--- src/rtl/unipolar_rz_receiver.sv ---
// Unipolar return-to-zero line decoder: pulse-width bit classification, LSB-first word assembly,
// frame-end detection. Define UNIPOLAR_RZ_RECEIVER_GLITCH_FILTER_EN to drop sub-GLITCH_TIME pulses.
module unipolar_rz_receiver #(
    parameter int unsigned DATA_WIDTH     = 24,
    parameter int unsigned CLOCK_RATE     = 50_000_000,
    parameter real         THRESHOLD_TIME = 0.6e-6,
    parameter real         MAX_HIGH_TIME  = 1.5e-6,
    parameter real         RESET_TIME     = 50e-6,
    parameter real         GLITCH_TIME    = 60e-9,
    parameter bit          INVERT         = 1'b0
) (
    input  logic                  clk_i,
    input  logic                  rst_ni,
    input  logic                  line_i,
    output logic [DATA_WIDTH-1:0] data_o,
    output logic                  valid_o,
    output logic                  frame_end_o,
    output logic                  error_o,
    output logic                  busy_o
);

    localparam int unsigned THRESHOLD_CYC = int'(real'(CLOCK_RATE) * THRESHOLD_TIME);
    localparam int unsigned MAX_HIGH_CYC  = int'(real'(CLOCK_RATE) * MAX_HIGH_TIME);
    localparam int unsigned RESET_CYC     = int'(real'(CLOCK_RATE) * RESET_TIME);
    localparam int unsigned GLITCH_CYC    = int'(real'(CLOCK_RATE) * GLITCH_TIME);
    localparam int unsigned CW            = $clog2(RESET_CYC + 1);
    localparam int unsigned BW            = $clog2(DATA_WIDTH + 1);
`ifdef UNIPOLAR_RZ_RECEIVER_GLITCH_FILTER_EN
    localparam bit GLITCH_EN = 1'b1;
`else
    localparam bit GLITCH_EN = 1'b0;
`endif

    typedef enum logic [1:0] {StSync, StIdle, StHigh, StLow} state_e;

    state_e                state_q, state_d, prev_q, prev_d;
    logic [1:0]            sync_q;
    logic                  act_q;
    logic [CW-1:0]         cnt_q, cnt_d, saved_q, saved_d, cnt_inc;
    logic [BW-1:0]         bit_cnt_q, bit_cnt_d;
    logic [DATA_WIDTH-1:0] sh_q, sh_d, data_q, data_d;
    logic                  valid_q, valid_d, frame_end_q, frame_end_d, error_q, error_d;
    logic                  act, rise, fall, bit_v;
    logic [CW+1:0]         restore_sum;

    assign act     = sync_q[1] ^ INVERT;
    assign rise    = act & ~act_q;
    assign fall    = ~act & act_q;
    assign cnt_inc = (cnt_q == '1) ? cnt_q : cnt_q + 1'b1;
    assign bit_v   = cnt_q >= CW'(THRESHOLD_CYC);
    // Inactive count a filtered glitch would have reached had the line stayed idle.
    assign restore_sum = {2'b00, saved_q} + {2'b00, cnt_q} + (CW + 2)'(2);

    always_comb begin
        state_d     = state_q;
        prev_d      = prev_q;
        saved_d     = saved_q;
        cnt_d       = (rise | fall) ? '0 : cnt_inc;
        bit_cnt_d   = bit_cnt_q;
        sh_d        = sh_q;
        data_d      = data_q;
        valid_d     = 1'b0;
        frame_end_d = 1'b0;
        error_d     = 1'b0;
        unique case (state_q)
            StSync: begin
                if (act) begin
                    cnt_d = '0;
                end else if (cnt_q >= CW'(RESET_CYC)) begin
                    state_d = StIdle;
                end
            end
            StIdle, StLow: begin
                if (rise) begin
                    state_d = StHigh;
                    prev_d  = state_q;
                    saved_d = cnt_q;
                end else if (state_q == StLow && cnt_q >= CW'(RESET_CYC)) begin
                    frame_end_d = 1'b1;
                    error_d     = (bit_cnt_q != '0);
                    bit_cnt_d   = '0;
                    sh_d        = '0;
                    state_d     = StIdle;
                end
            end
            StHigh: begin
                if (fall) begin
                    if (GLITCH_EN && cnt_q < CW'(GLITCH_CYC - 1)) begin
                        state_d = prev_q;
                        cnt_d   = (restore_sum[CW+1:CW] != 2'b00) ? '1 : restore_sum[CW-1:0];
                    end else begin
                        state_d = StLow;
                        sh_d    = {bit_v, sh_q[DATA_WIDTH-1:1]};
                        if (bit_cnt_q == BW'(DATA_WIDTH - 1)) begin
                            data_d    = sh_d;
                            valid_d   = 1'b1;
                            bit_cnt_d = '0;
                        end else begin
                            bit_cnt_d = bit_cnt_q + 1'b1;
                        end
                    end
                end else if (cnt_q >= CW'(MAX_HIGH_CYC)) begin
                    error_d   = 1'b1;
                    sh_d      = '0;
                    bit_cnt_d = '0;
                    state_d   = StSync;
                end
            end
            default: state_d = StSync;
        endcase
    end

    always_ff @(posedge clk_i or negedge rst_ni) begin
        if (!rst_ni) begin
            sync_q      <= {2{INVERT}};
            act_q       <= 1'b0;
            state_q     <= StSync;
            prev_q      <= StIdle;
            saved_q     <= '0;
            cnt_q       <= '0;
            bit_cnt_q   <= '0;
            sh_q        <= '0;
            data_q      <= '0;
            valid_q     <= 1'b0;
            frame_end_q <= 1'b0;
            error_q     <= 1'b0;
        end else begin
            sync_q      <= {sync_q[0], line_i};
            act_q       <= act;
            state_q     <= state_d;
            prev_q      <= prev_d;
            saved_q     <= saved_d;
            cnt_q       <= cnt_d;
            bit_cnt_q   <= bit_cnt_d;
            sh_q        <= sh_d;
            data_q      <= data_d;
            valid_q     <= valid_d;
            frame_end_q <= frame_end_d;
            error_q     <= error_d;
        end
    end

    assign data_o      = data_q;
    assign valid_o     = valid_q;
    assign frame_end_o = frame_end_q;
    assign error_o     = error_q;
    assign busy_o      = (state_q == StHigh) || (state_q == StLow);

endmodule
--- config.mk ---
export PLATFORM = sky130hd
export DESIGN_NAME = unipolar_rz_receiver
export DESIGN_NICKNAME = d
export VERILOG_FILES = /design/src/rtl/unipolar_rz_receiver.sv
export SDC_FILE = /design/constraint.sdc
export NUM_CORES = 1
export LEC_CHECK = 0
export ABC_AREA = 1
export BUFFER_PORTS_ARGS = -buffer_cell sky130_fd_sc_hd__buf_2
export CAP_MARGIN = 20
export CORE_MARGIN = 1.5
export CORE_UTILIZATION = 59
export CTS_CLUSTER_DIAMETER = 30
export DETAILED_ROUTE_END_ITERATION = 8
export PLACE_DENSITY = 0.84
export SETUP_SLACK_MARGIN = 0.15
export SLEW_MARGIN = 20
export SYNTH_ARGS = -nofsm -noshare
export SYNTH_HDL_FRONTEND = slang
export SYNTH_SLANG_ARGS = --single-unit
export TNS_END_PERCENT = 10
--- constraint.sdc ---
create_clock -name clk_i -period 2.1 [get_ports clk_i]
set_input_delay 0.105 -clock clk_i [delete_from_list [all_inputs] [get_ports clk_i]]
set_output_delay 0.105 -clock clk_i [all_outputs]
set_load 0.01 [all_outputs]
# After elaboration in Yosys (flattened, before gate mapping)
# Index checks and enable logic that the tools add are counted.
[op_classes]
addsub = 2
magnitude_cmp = 3
eq_ne = 11
n_mux = 33
bitwise = 5
reduce_logical = 9
[ops]
columns = ["cell", "count"]
rows = [
  ["$mux W24", 4],
  ["$mux W12", 4],
  ["$pmux W24 S2", 1],
  ["$mux W5", 5],
  ["$add A12 B1 Y12 const B", 1],
  ["$eq A12 B12 Y1 const B", 1],
  ["$ge A12 B12 Y1 const B", 1],
  ["$ge A12 B5 Y1 const B", 1],
  ["$ge A12 B7 Y1 const B", 1],
  ["$mux W2", 6],
  ["$mux W1", 10],
  ["$pmux W5 S2", 1],
  ["$ne A2 B2 Y1 const B", 4],
  ["$reduce_and A4 Y1", 2],
  ["$ne A3 B3 Y1 const B", 2],
  ["$pmux W2 S3", 1],
  ["$add A5 B1 Y5 const B", 1],
  ["$eq A5 B5 Y1 const B", 1],
  ["$reduce_bool A5 Y1", 1],
  ["$eq A2 B2 Y1 const B", 2],
  ["$reduce_and A3 Y1", 1],
  ["$and A1 B1 Y1", 2],
  ["$eq A2 B1 Y1 const B", 1],
  ["$logic_not A2 Y1", 1],
  ["7 further kinds", 8],
]
[word_totals]
register_bits = 73
in_bits = 3
out_inout_bits = 28
wordCells = 73

# Longest topological paths before layout
# Gate-level depths: netlist (run 1).
[depth]
depth_word = 6
ltp_mapped = 13

# Least setup slack after synthesis (run 1)
# No wires, ideal clock.
[synth_path]
kind = "reg-to-reg"
start = "reg cnt_q[0]"
end = "reg bit_cnt_q[0]"
setup_ps = 65
arrival_ps = 1510
t_required_ps = 2035
setup_slack_ps = 525
path_stages_with_launch = 14
period_less_slack_ps = 1575
path_cell_list = "dfrtp_1 > ha_1 > inv_1 > nand2_1 > nand2_1 > nand2_1 > nand2_1 > nand3_1 > nand2_1 > inv_2 > nand2_4 > buf_8 > nand2_1 > nand2_1"
[synth_via]
elab_chain_len = 4
word_cells_on_any_way = 6
[synth_rtl]
columns = ["element", "line", "text"]
rows = [
  ["start, declared", "39", "logic [CW-1:0] cnt_q, cnt_d, saved_q, saved_d, cnt_inc;"],
  ["start signal, assigned", "133", "cnt_q <= cnt_d;"],
  ["$ge A12 B12 Y1", "78", "end else if (state_q == StLow && cnt_q >= CW'(RESET_CYC)) begin"],
  ["$logic_and A1 B1 Y1", "78", ""],
  ["$ne A2 B2 Y1 (no line)", "--", ""],
  ["$reduce_and A4 Y1 (no line) *", "--", ""],
  ["end signal, assigned", "134", "bit_cnt_q <= bit_cnt_d;"],
  ["end, declared", "40", "logic [BW-1:0] bit_cnt_q, bit_cnt_d;"],
]
# Mark *: on every way between the ends. The rest lies on a longest branch, timed or not.
# A chain may end at the register's enable or synchronous reset.

# Final worst setup path (run 1)
[layout_path]
start = "reg bit_cnt_q[0]"
end = "reg data_q[8] (netlist: data_o[8])"
[layout_via]
elab_chain_len = 2
[layout_rtl]
columns = ["element", "line", "text"]
rows = [
  ["$eq A5 B5 Y1", "94", "if (bit_cnt_q == BW'(DATA_WIDTH - 1)) begin"],
  ["$reduce_and A3 Y1 (no line)", "--", ""],
  ["end signal, assigned", "136", "data_q <= data_d;"],
  ["end, declared", "41", "logic [DATA_WIDTH-1:0] sh_q, sh_d, data_q, data_d;"],
]
# No other way between the ends.

==> key figures, run 1 <==
Yosys
  • Syn Area/Cell: 8.340 um2
  • Leading area contributor after synthesis: dfrtp_1
  • Seq/Total Area, Yosys: 54.69%
  • Yosys cell types: 33
  • Mapped Nets: 404
  • Share of the synthesized area in the top cell type: 54.69%
  • Synthesized flop and latch total: 72
  • Synth warn: 0
  • Mapped Area: 3294 um2
  • Cells after Synth: 395
  • Synth area leaders: dfrtp_1 (55%), nand2_1 (22%), inv_1 (3.6%)

Critical path
  • Critical-path cell list: ha_1 > nand2_1 > nor3_2 > inv_1 > nor2_4 > inv_2 > nand2_1 > nand2_1
  • Crit path DAT: 2.04 ns
  • Maximum fanout along the worst path: 24
  • Crit path from: bit_cnt_q[0]$_DFFE_PN0P_
  • Kind of critical path: flip-flop to flip-flop
  • CP Launch Type: flip-flop
  • Critical Path Max Stage Delay: 0.40 ns
  • Slowest CP cell: dfrtp_1
  • Most used cell, CP: nand2_1
  • Reg2Reg Capture Point: data_o[8]$_DFFE_PN0P_
  • Setup crit end kind: flip-flop
  • Worst path buffer plus inverter count: 2
  • Critical R2R Launch: bit_cnt_q[0]$_DFFE_PN0P_
  • Reg2Reg Depth: 8
  • Crit-path leading delay family: simple AND/OR/NAND/NOR gates
  • Reg2reg setup slack: 0.29 ns
  • Required @ worst endpoint: 2.33 ns

Die
  • Initial core utilization: 60.57%
  • # rows: 27
  • Die span in x: 77.73 um
  • Core Footprint: 5439 um2
  • Die height: 77.73 um
  • Die area: 6041 um2
  • I/O Pins: 31

GRT
  • Met1 GRT Util: 29.57%
  • Global router's overall resource usage: 23.31%
  • Largest net degree at the start of global routing: 73
  • Overflow after GRT: 0
  • Met2 Use GR: 38.43%
  • Met3 Track Usage GR: 4.235%
  • Busiest grt layer: met2
  • Global-route wire length before repair: 10,980 um
  • Initial antenna violation count: 0
  • Number of global-route vias before repair: 2,487

Clock tree
  • Clock latency on the worst-skew pair: 0.34 ns
  • Total CTS buffers: 9
  • Clk buf depth: 2
  • Clock Sinks: 72
  • TritonCTS clock tree: built
  • Root buf cell: clkbuf_8
  • Reg clk slew, reported paths: 0.07 ns
  • H-Tree Depth: 3

Power
  • Pwr per Cell Area: 685.5 nW/um2
  • Tot Pwr: 2.547 mW
  • Static leakage: 2.198 nW
  • Highest ir drop seen on vdd: 334.7 uV

Cells and area
  • Area delta synth->final: 12.76%
  • Post-route core utilization: 68.30%
  • Commonest non-fill, non-tap cell in the layout: nand2_1
  • Share of cells above drive strength 1: 15.10%
  • Commonest cells after routing, fill and taps aside: nand2_1 (189), dfrtp_1 (72), inv_1 (32)
  • Final #Nets: 441
  • Ant. Diodes: 0
  • Final non-filler cell total: 509

Routing
  • Drt first pass iters: 4
  • Via count: 2,588
  • Drt drc: 0
  • Post-detailed-routing wire length: 6149 um
  • Drt first-iter violations: 237
  • Wire per inst: 12.08 um
  • Vias per inst: 5.084
  • Antenna Nets Post-Route: 0

Placement
  • Placed cells: 491
  • DP Wirelength: 4012 um
  • Routability cong.: 0.8811
  • PortBufs: 30

STA
  • Max Clk Rate: 553.2 MHz
  • Max_slew headroom: 72.56%
  • Max-slew violations: 0
  • Minimum clock period: 1.808 ns
  • Worst slew pin tran: 0.4084 ns
  • RSZ-0062 raised after global routing: yes
  • Setup tns final: 0 ns
  • Final setup viols: 0
  • Clock Skews: 0.007511 ns
  • Hold Vio Cnt, Final: 0
  • Fin crit share: 86.09%

Flow run
  • Max cap viols: 0

Hold path
  • Min-Delay Path Class: input port to asynchronous set/reset pin

Outcome
  • Outcome: completed
[registers in the layout (all words and copies together) (netlist names)]
name / cells
frame_end_o: 1
bit_cnt_q: 5
valid_o: 1
act_q: 1
data_o: 24
error_o: 1
state_q: 2
sh_q: 23
cnt_q: 12
sync_q: 2
[layer usage]
layer | part of all wire, % | routed length, um
met5 | 0 | 0
met4 | 2.2 | 133
met3 | 4.0 | 246
met2 | 49 | 3027
met1 | 45 | 2741
[Yosys cell counts, drive strengths merged]
master / number
o21ai: 6
inv: 35
o31ai: 1
nor3: 3
ha: 6
nand2: 196
xor2: 5
dfrtp: 72
o211ai: 3
o21a: 1
o31a: 1
nand3: 20
or2: 3
a21oi: 6
nand4: 3
clkbuf: 1
nor2: 24
nor4: 1
buf: 8
[how the worst max path moves through the flow]
stage / endpoint / depth (start not counted)
4_1_cts: data_o[8]$_DFFE_PN0P_ / 8
3_3_place_gp: bit_cnt_q[0]$_DFFE_PN0P_ / 12
5_1_grt: data_o[8]$_DFFE_PN0P_ / 8
6_report: data_o[8]$_DFFE_PN0P_ / 8
2_1_floorplan: bit_cnt_q[0]$_DFFE_PN0P_ / 13
3_5_place_dp: bit_cnt_q[0]$_DFFE_PN0P_ / 12
[stage by stage]
step / cell area [um2] / hold slack [ns] / setup slack (ns)
global route: 3715 / 0.3512 / 0.1147
CTS: 3706 / 0.3274 / 0.2949
finish: 3715 / 0.3233 / 0.2922
global placement: 3488 / 0.1589 / 0.3938
floorplan: 3294 / -0.1906 / 0.5251
detailed placement: 3488 / 0.1646 / 0.3356
[area by class of cell]
type,count,area [um2]
clock buffer,11,141.4
clock inverter,5,56.30
fill,441,1724
inverter,35,131.4
multi-input combinational,279,1289
sequential,72,1802
tap,72,90.09
timing repair buffer,35,205.2
[tightest hold or removal path, stage by stage]
cell and delay, ns:
dlygate4sd3_1 0.52, buf_2 0.12, buf_12 0.32
[cells by family (layout without fill, tap and decap cells)]
kind of cell,count (synthesis),count (layout),share of synthesized area (%)
AO/OA/AOI/OAI,18,18,3.342
XOR/XNOR,5,5,1.329
flip-flops,72,72,54.69
AND/OR/NAND/NOR,250,250,31.90
buffers and inverters,44,86,6.456
adder cells (fa/ha/maj),6,6,2.279
[repair_timing]
| action | CTS | global route |
|---|---|---|
| hold buffers | 2 | 0 |
| buffers inserted | 0 | 0 |
| gates resized for setup | 0 | 1 |
| endpoints found under the hold margin | 73 | 0 |
| endpoints found under the setup margin | 0 | 36 |
[power by group]
part	switching, mW	internal, mW
Clock	0.512	0.579
Sequential	0.00693	1.39
Combinational	0.0419	0.0152
(Power assumes the default switching activity.)
==> run 2: changes to the inputs <==
--- a/config.mk
+++ b/config.mk
@@ -6,13 +6,14 @@
 export NUM_CORES = 1
 export LEC_CHECK = 0
 export ABC_AREA = 1
-export BUFFER_PORTS_ARGS = -buffer_cell sky130_fd_sc_hd__buf_2
 export CAP_MARGIN = 20
 export CORE_MARGIN = 1.5
-export CORE_UTILIZATION = 59
+export CORE_UTILIZATION = 60
 export CTS_CLUSTER_DIAMETER = 30
 export DETAILED_ROUTE_END_ITERATION = 8
-export PLACE_DENSITY = 0.84
+export DONT_BUFFER_PORTS = 1
+export MAX_ROUTING_LAYER = met4
+export PLACE_DENSITY = 0.81
 export SETUP_SLACK_MARGIN = 0.15
 export SLEW_MARGIN = 20
 export SYNTH_ARGS = -nofsm -noshare
==> key figures, run 2 (synthesis gave the netlist of run 1 again) <==
Cells and area
  • Fillers: 407
  • Commonest cells after routing, fill and taps aside: nand2_1 (189), dfrtp_1 (72), inv_1 (32)
  • Final #Nets: 411
  • Max reg flops: 24
  • Commonest non-fill, non-tap cell in the layout: nand2_1
  • Share of cells above drive strength 1: 9.091%
  • Ant. Diodes: 0
  • Area delta synth->final: 9.267%

Critical path
  • Critical R2R Launch: cnt_q[0]$_DFF_PN0_
  • Maximum fanout along the worst path: 7
  • Critical Path Max Stage Delay: 0.47 ns
  • Worst path buffer plus inverter count: 1
  • Crit-path leading delay family: simple AND/OR/NAND/NOR gates
  • Setup crit end kind: flip-flop
  • Reg2reg setup slack: 0.37 ns
  • Crit path DAT: 2.02 ns
  • CP Launch Type: flip-flop
  • Reg2Reg Capture Point: cnt_q[9]$_DFF_PN0_
  • Reg2Reg Depth: 7
  • Most used cell, CP: nand3_1
  • Required @ worst endpoint: 2.40 ns
  • Slowest CP cell: dfrtp_1
  • Critical-path cell list: ha_1 > nand3_1 > nor4_1 > nand4_1 > nand3_1 > nand2_1 > inv_1
  • Kind of critical path: flip-flop to flip-flop

Placement
  • PortBufs: 0
  • Routability cong.: 0.8894
  • DP Wirelength: 4164 um

Die
  • Die area: 5944 um2
  • Initial core utilization: 63.29%
  • Die span in x: 77.10 um
  • Die height: 77.10 um
  • I/O Pins: 31
  • # rows: 26
  • Core Footprint: 5205 um2

GRT
  • Largest net degree at the start of global routing: 73
  • Global router's overall resource usage: 26.18%
  • Global-route wire length before repair: 11,470 um
  • Initial antenna violation count: 0
  • Overflow after GRT: 0
  • Number of global-route vias before repair: 2,461

Power
  • Sw power: 0.5968 mW
  • Switching share of power: 22.02%
  • Combinational Power Share: 2.1%
  • Tot Pwr: 2.710 mW
  • Clock Power Share: 46.3%
  • Sequential Power Share: 51.6%
  • Pwr per Cell Area: 752.9 nW/um2
  • Internal: 2.113 mW
  • Highest ir drop seen on vdd: 600.0 uV
  • Static leakage: 2.051 nW

Routing
  • Via count: 2,549
  • Post-detailed-routing wire length: 6704 um
  • Drt first-iter violations: 250
  • Drt first pass iters: 4
  • Drt drc: 0
  • Wire per inst: 14.05 um
  • Vias per inst: 5.344
  • Antenna Nets Post-Route: 0

STA
  • Fin crit share: 82.28%
  • Setup tns final: 0 ns
  • Minimum clock period: 1.728 ns
  • Clock Skews: 0.009868 ns
  • Max-slew violations: 0
  • Worst slew pin tran: 0.4215 ns
  • Final setup viols: 0
  • Hold Vio Cnt, Final: 0
  • Max_slew headroom: 71.68%
  • Max Clk Rate: 578.7 MHz
  • RSZ-0062 raised after global routing: yes

Hold path
  • WHS Endpoint: sync_q[0]$_DFF_PN0_
  • Min-Delay Path Class: input port to flip-flop
  • Worst Hold Path Cells: 1
  • HP Start: line_i

Clock tree
  • Total CTS buffers: 9
  • TritonCTS clock tree: built
  • # Post-CTS Setup Buffers: 0
  • Root buf cell: clkbuf_8
  • Clock latency on the worst-skew pair: 0.35 ns
  • H-Tree Depth: 3
  • Reg clk slew, reported paths: 0.08 ns
  • Clk buf depth: 2
  • Clock Sinks: 72

Outcome
  • Outcome: completed

Flow run
  • Max cap viols: 0
==> run 2: worst register-to-register path, delay by kind of cell, from the launching register on <==
kind / cells / cell delay, ns
AND/OR/NAND/NOR: 5 / 0.92
flip-flops: 1 / 0.47
adder cells (fa/ha/maj): 1 / 0.23
buffers and inverters: 1 / 0.05
==> run 2: metal layers <==
metal / part of all wire, % / GRT usage [%] / up-vias
met2: 50 / 41.68 / 68
met3: 4.8 / 4.881 / 20
li1: - / - / 1234
met1: 42 / 31.52 / 1227
met5: 0 / - / -
met4: 3.5 / 14.73 / 0
==> run 2: layout make-up <==
cell class | instances | area, um2 | share of cell area (%)
clock buffers | 10 | 137.6 | 3.823
multi-input cells | 279 | 1289 | 35.80
inverters | 35 | 131.4 | 3.650
repair buffers | 5 | 62.56 | 1.738
well taps | 70 | 87.58 | 2.433
flip-flops and latches | 72 | 1802 | 50.05
clock inverters | 6 | 90.09 | 2.503
==> run 2: worst max-delay path by stage <==
stage                     cells after the start  slack [ns]                from                        to
final                                         7        0.37  cnt_q[0]$_DFF_PN0_        cnt_q[9]$_DFF_PN0_
after global routing                          5        0.15  cnt_q[0]$_DFF_PN0_        cnt_q[7]$_DFF_PN0_
after CTS                                    12        0.29  cnt_q[0]$_DFF_PN0_      sh_q[10]$_DFFE_PN0P_
after detailed placement                     12        0.31  cnt_q[0]$_DFF_PN0_      sh_q[10]$_DFFE_PN0P_
after global placement                        7        0.37  cnt_q[0]$_DFF_PN0_        cnt_q[9]$_DFF_PN0_
after floorplan                              13        0.53  cnt_q[0]$_DFF_PN0_  bit_cnt_q[0]$_DFFE_PN0P_
==> run 2: what timing repair did <==
action / 4_1_cts / 5_1_grt
hold buffers: 3 / 0
endpoints found under the setup margin: 0 / 29
gates resized for setup: 0 / 1
hold endpoints to repair: 73 / 0
==> run 2: power by group through the flow <==
stage               combinational [mW]  sequential (mW)  clock [mW]
floorplan                       0.0171             1.42           0
global placement                0.0219             1.42           0
detailed placement              0.0222             1.43           0
CTS                             0.0586             1.40        1.27
global route                    0.0677             1.40        1.32
finish                          0.0565             1.40        1.26
==> run 2: metrics by stage <==
step | instance area (um2) | cells | utilization (%) | hold WS [ns] | setup WS (ns)
after floorplan | 3294 | 395 | - | -0.1906 | 0.5251
after global placement | 3316 | 458 | 63.70 | -0.1893 | 0.3733
after detailed placement | 3316 | 458 | 63.70 | -0.1893 | 0.3145
after CTS | 3591 | 477 | 68.99 | 0.3003 | 0.2861
after global routing | 3600 | 477 | 69.16 | 0.3155 | 0.1451
final | 3600 | 477 | 69.16 | 0.3120 | 0.3720
==> run 3: changes to the inputs <==
--- a/config.mk
+++ b/config.mk
@@ -8,12 +8,12 @@
 export ABC_AREA = 1
 export CAP_MARGIN = 20
 export CORE_MARGIN = 1.5
-export CORE_UTILIZATION = 60
+export CORE_UTILIZATION = 56
 export CTS_CLUSTER_DIAMETER = 30
 export DETAILED_ROUTE_END_ITERATION = 8
 export DONT_BUFFER_PORTS = 1
 export MAX_ROUTING_LAYER = met4
-export PLACE_DENSITY = 0.81
+export PLACE_DENSITY = 0.79
 export SETUP_SLACK_MARGIN = 0.15
 export SLEW_MARGIN = 20
 export SYNTH_ARGS = -nofsm -noshare
==> constraint.sdc (replaced) <==
create_clock -name clk_i -period 1.5 [get_ports clk_i]
set_input_delay 0.075 -clock clk_i [delete_from_list [all_inputs] [get_ports clk_i]]
set_output_delay 0.075 -clock clk_i [all_outputs]
set_load 0.01 [all_outputs]
==> key figures, run 3 (synthesis gave the netlist of run 1 again) <==
Routing
  • Drt first pass iters: 4
  • Drt first-iter violations: 298
  • Drt drc: 0
  • Vias per inst: 5.429
  • Post-detailed-routing wire length: 8380 um
  • Via count: 2,850
  • Wire per inst: 15.96 um
  • Antenna Nets Post-Route: 0

Cells and area
  • Commonest cells after routing, fill and taps aside: nand2_1 (169), dfrtp_1 (68), buf_4 (40)
  • Ant. Diodes: 0
  • Max reg flops: 24
  • Share of cells above drive strength 1: 28.26%
  • Final #Nets: 457
  • Fillers: 351
  • Commonest non-fill, non-tap cell in the layout: nand2_1
  • Area delta synth->final: 29.32%

Placement
  • Routability cong.: 0.9105
  • DP Wirelength: 4210 um
  • PortBufs: 0
  • Placement Setup Slack: -0.1025 ns

Clock tree
  • Clock Sinks: 72
  • Clk buf depth: 2
  • Total CTS buffers: 9
  • Cts hold-fix bufs: 1
  • H-Tree Depth: 3
  • TritonCTS clock tree: built
  • Reg clk slew, reported paths: 0.08 ns
  • Clock latency on the worst-skew pair: 0.36 ns
  • Root buf cell: clkbuf_8

STA
  • Max-slew violations: 0
  • RSZ-0062 raised after global routing: yes
  • Max_slew headroom: 78.43%
  • Worst slew pin tran: 0.3225 ns
  • Minimum clock period: 1.627 ns
  • Setup tns final: -2.336 ns
  • Hold Vio Cnt, Final: 72
  • Clock Skews: 0.009631 ns
  • Fin crit share: 108.5%
  • Worst setup margin: -0.1274 ns
  • Worst Hold Slack: -0.5955 ns
  • Final setup viols: 28
  • Max Clk Rate: 614.5 MHz

GRT
  • Number of global-route vias before repair: 2,635
  • Overflow after GRT: 0
  • Largest net degree at the start of global routing: 73
  • Global router's overall resource usage: 24.54%
  • Global-route wire length before repair: 11,520 um
  • Initial antenna violation count: 0

Hold path
  • Min-Delay Path Class: input port to asynchronous set/reset pin

Critical path
  • Setup crit end kind: flip-flop
  • Critical R2R Launch: bit_cnt_q[1]$_DFFE_PN0P_
  • Reg2reg setup slack: -0.13 ns
  • CP Launch Type: flip-flop
  • Kind of critical path: flip-flop to flip-flop
  • Crit path DAT: 1.92 ns
  • Reg2Reg Depth: 9
  • Reg2Reg Capture Point: data_o[23]$_DFFE_PN0P_
  • Maximum fanout along the worst path: 6
  • Required @ worst endpoint: 1.79 ns

Power
  • Highest ir drop seen on vdd: 666.9 uV
  • Pwr per Cell Area: 928.1 nW/um2
  • Sw power: 0.8167 mW
  • Switching share of power: 20.65%
  • Internal: 3.137 mW
  • Sequential Power Share: 49.4%
  • Clock Power Share: 48.8%
  • Combinational Power Share: 1.8%
  • Static leakage: 2.368 nW

Die
  • Core Footprint: 5608 um2
  • I/O Pins: 31
  • Die height: 79.70 um
  • Die span in x: 79.70 um
  • Die area: 6352 um2
  • Initial core utilization: 58.75%
  • # rows: 27

Outcome
  • Outcome: finished with violations
  • Failing checks: hold timing, setup timing

Flow run
  • Max cap viols: 0
run 3: cell count changes in the layout (fill, tap and decap cells not counted), sizes merged:
cell	delta
bufinv	+1
clkinvlp	-1
dlygate4sd3	-1
nand2	+3
buf	+42
clkbuf	+2
clkinv	+2
inv	-2
run 3: power by group through the flow:
stage	clock, mW	sequential [mW]	combinational, mW
6_report	1.93	1.95	0.0697
5_1_grt	2.01	1.95	0.0761
4_1_cts	1.93	1.95	0.0580
3_5_place_dp	0	1.99	0.0503
3_3_place_gp	0	1.99	0.0483
2_1_floorplan	0	1.99	0.0244
run 3: critical path: stages, from the launching register on:
cell	delay, ns
dfrtp_1	0.45
ha_4	0.20
nand2_4	0.06
nor3_4	0.22
inv_2	0.07
nor2_4	0.13
buf_12	0.15
buf_8	0.13
nand2_1	0.07
nand2_1	0.09
run 3: area by class of cell:
class | count | area [um2] | area share, %
clock buffer | 10 | 137.6 | 3.231
inverter | 35 | 148.9 | 3.495
clock inverter | 6 | 116.4 | 2.731
sequential | 72 | 1807 | 42.41
tap | 72 | 90.09 | 2.115
multi-input combinational | 282 | 1523 | 35.74
timing repair buffer | 48 | 437.9 | 10.28
run 3: repair_timing:
item                       in CTS  in global routing
cloned                          1                  4
pin swaps                      14                 38
buffers inserted                1                 15
gates resized for setup        17                 56
setup endpoints to repair      67                 69
hold endpoints to repair       73                 72
run 3: stage by stage:
step / cell area [um2] / util, % / power, mW / hold slack, ns / cells
2_1_floorplan: 3299 / - / 2.018 / -0.2206 / 395
3_3_place_gp: 3538 / 63.10 / 2.038 / -0.2192 / 487
3_5_place_dp: 3538 / 63.10 / 2.041 / -0.2188 / 487
4_1_cts: 3890 / 69.37 / 3.939 / -0.5958 / 506
5_1_grt: 4260 / 75.97 / 4.042 / -0.6042 / 525
6_report: 4260 / 75.97 / 3.954 / -0.5955 / 525
run 3: worst max-delay path by stage:
| stage | slack [ns] | startpoint | cells past startpoint | to |
|---|---|---|---|---|
| after floorplan | -0.02 | cnt_q[0]$_DFF_PN0_ | 13 | bit_cnt_q[0]$_DFFE_PN0P_ |
| after global placement | -0.04 | cnt_q[1]$_DFF_PN0_ | 8 | cnt_q[9]$_DFF_PN0_ |
| after detailed placement | -0.10 | cnt_q[1]$_DFF_PN0_ | 12 | sh_q[13]$_DFFE_PN0P_ |
| after CTS | -0.01 | bit_cnt_q[1]$_DFFE_PN0P_ | 8 | data_o[1]$_DFFE_PN0P_ |
| after global routing | -0.20 | bit_cnt_q[1]$_DFFE_PN0P_ | 9 | data_o[9]$_DFFE_PN0P_ |
| final | -0.13 | bit_cnt_q[1]$_DFFE_PN0P_ | 9 | data_o[23]$_DFFE_PN0P_ |
run 3: per-layer routing:
metal  GRT usage [%]  vias to the layer above  share of wire, %
met3           5.257                       18               4.7
li1                -                     1333                 -
met4           11.23                        0               2.2
met1           28.98                     1415                40
met5               -                        -                 0
met2           40.25                       84                53
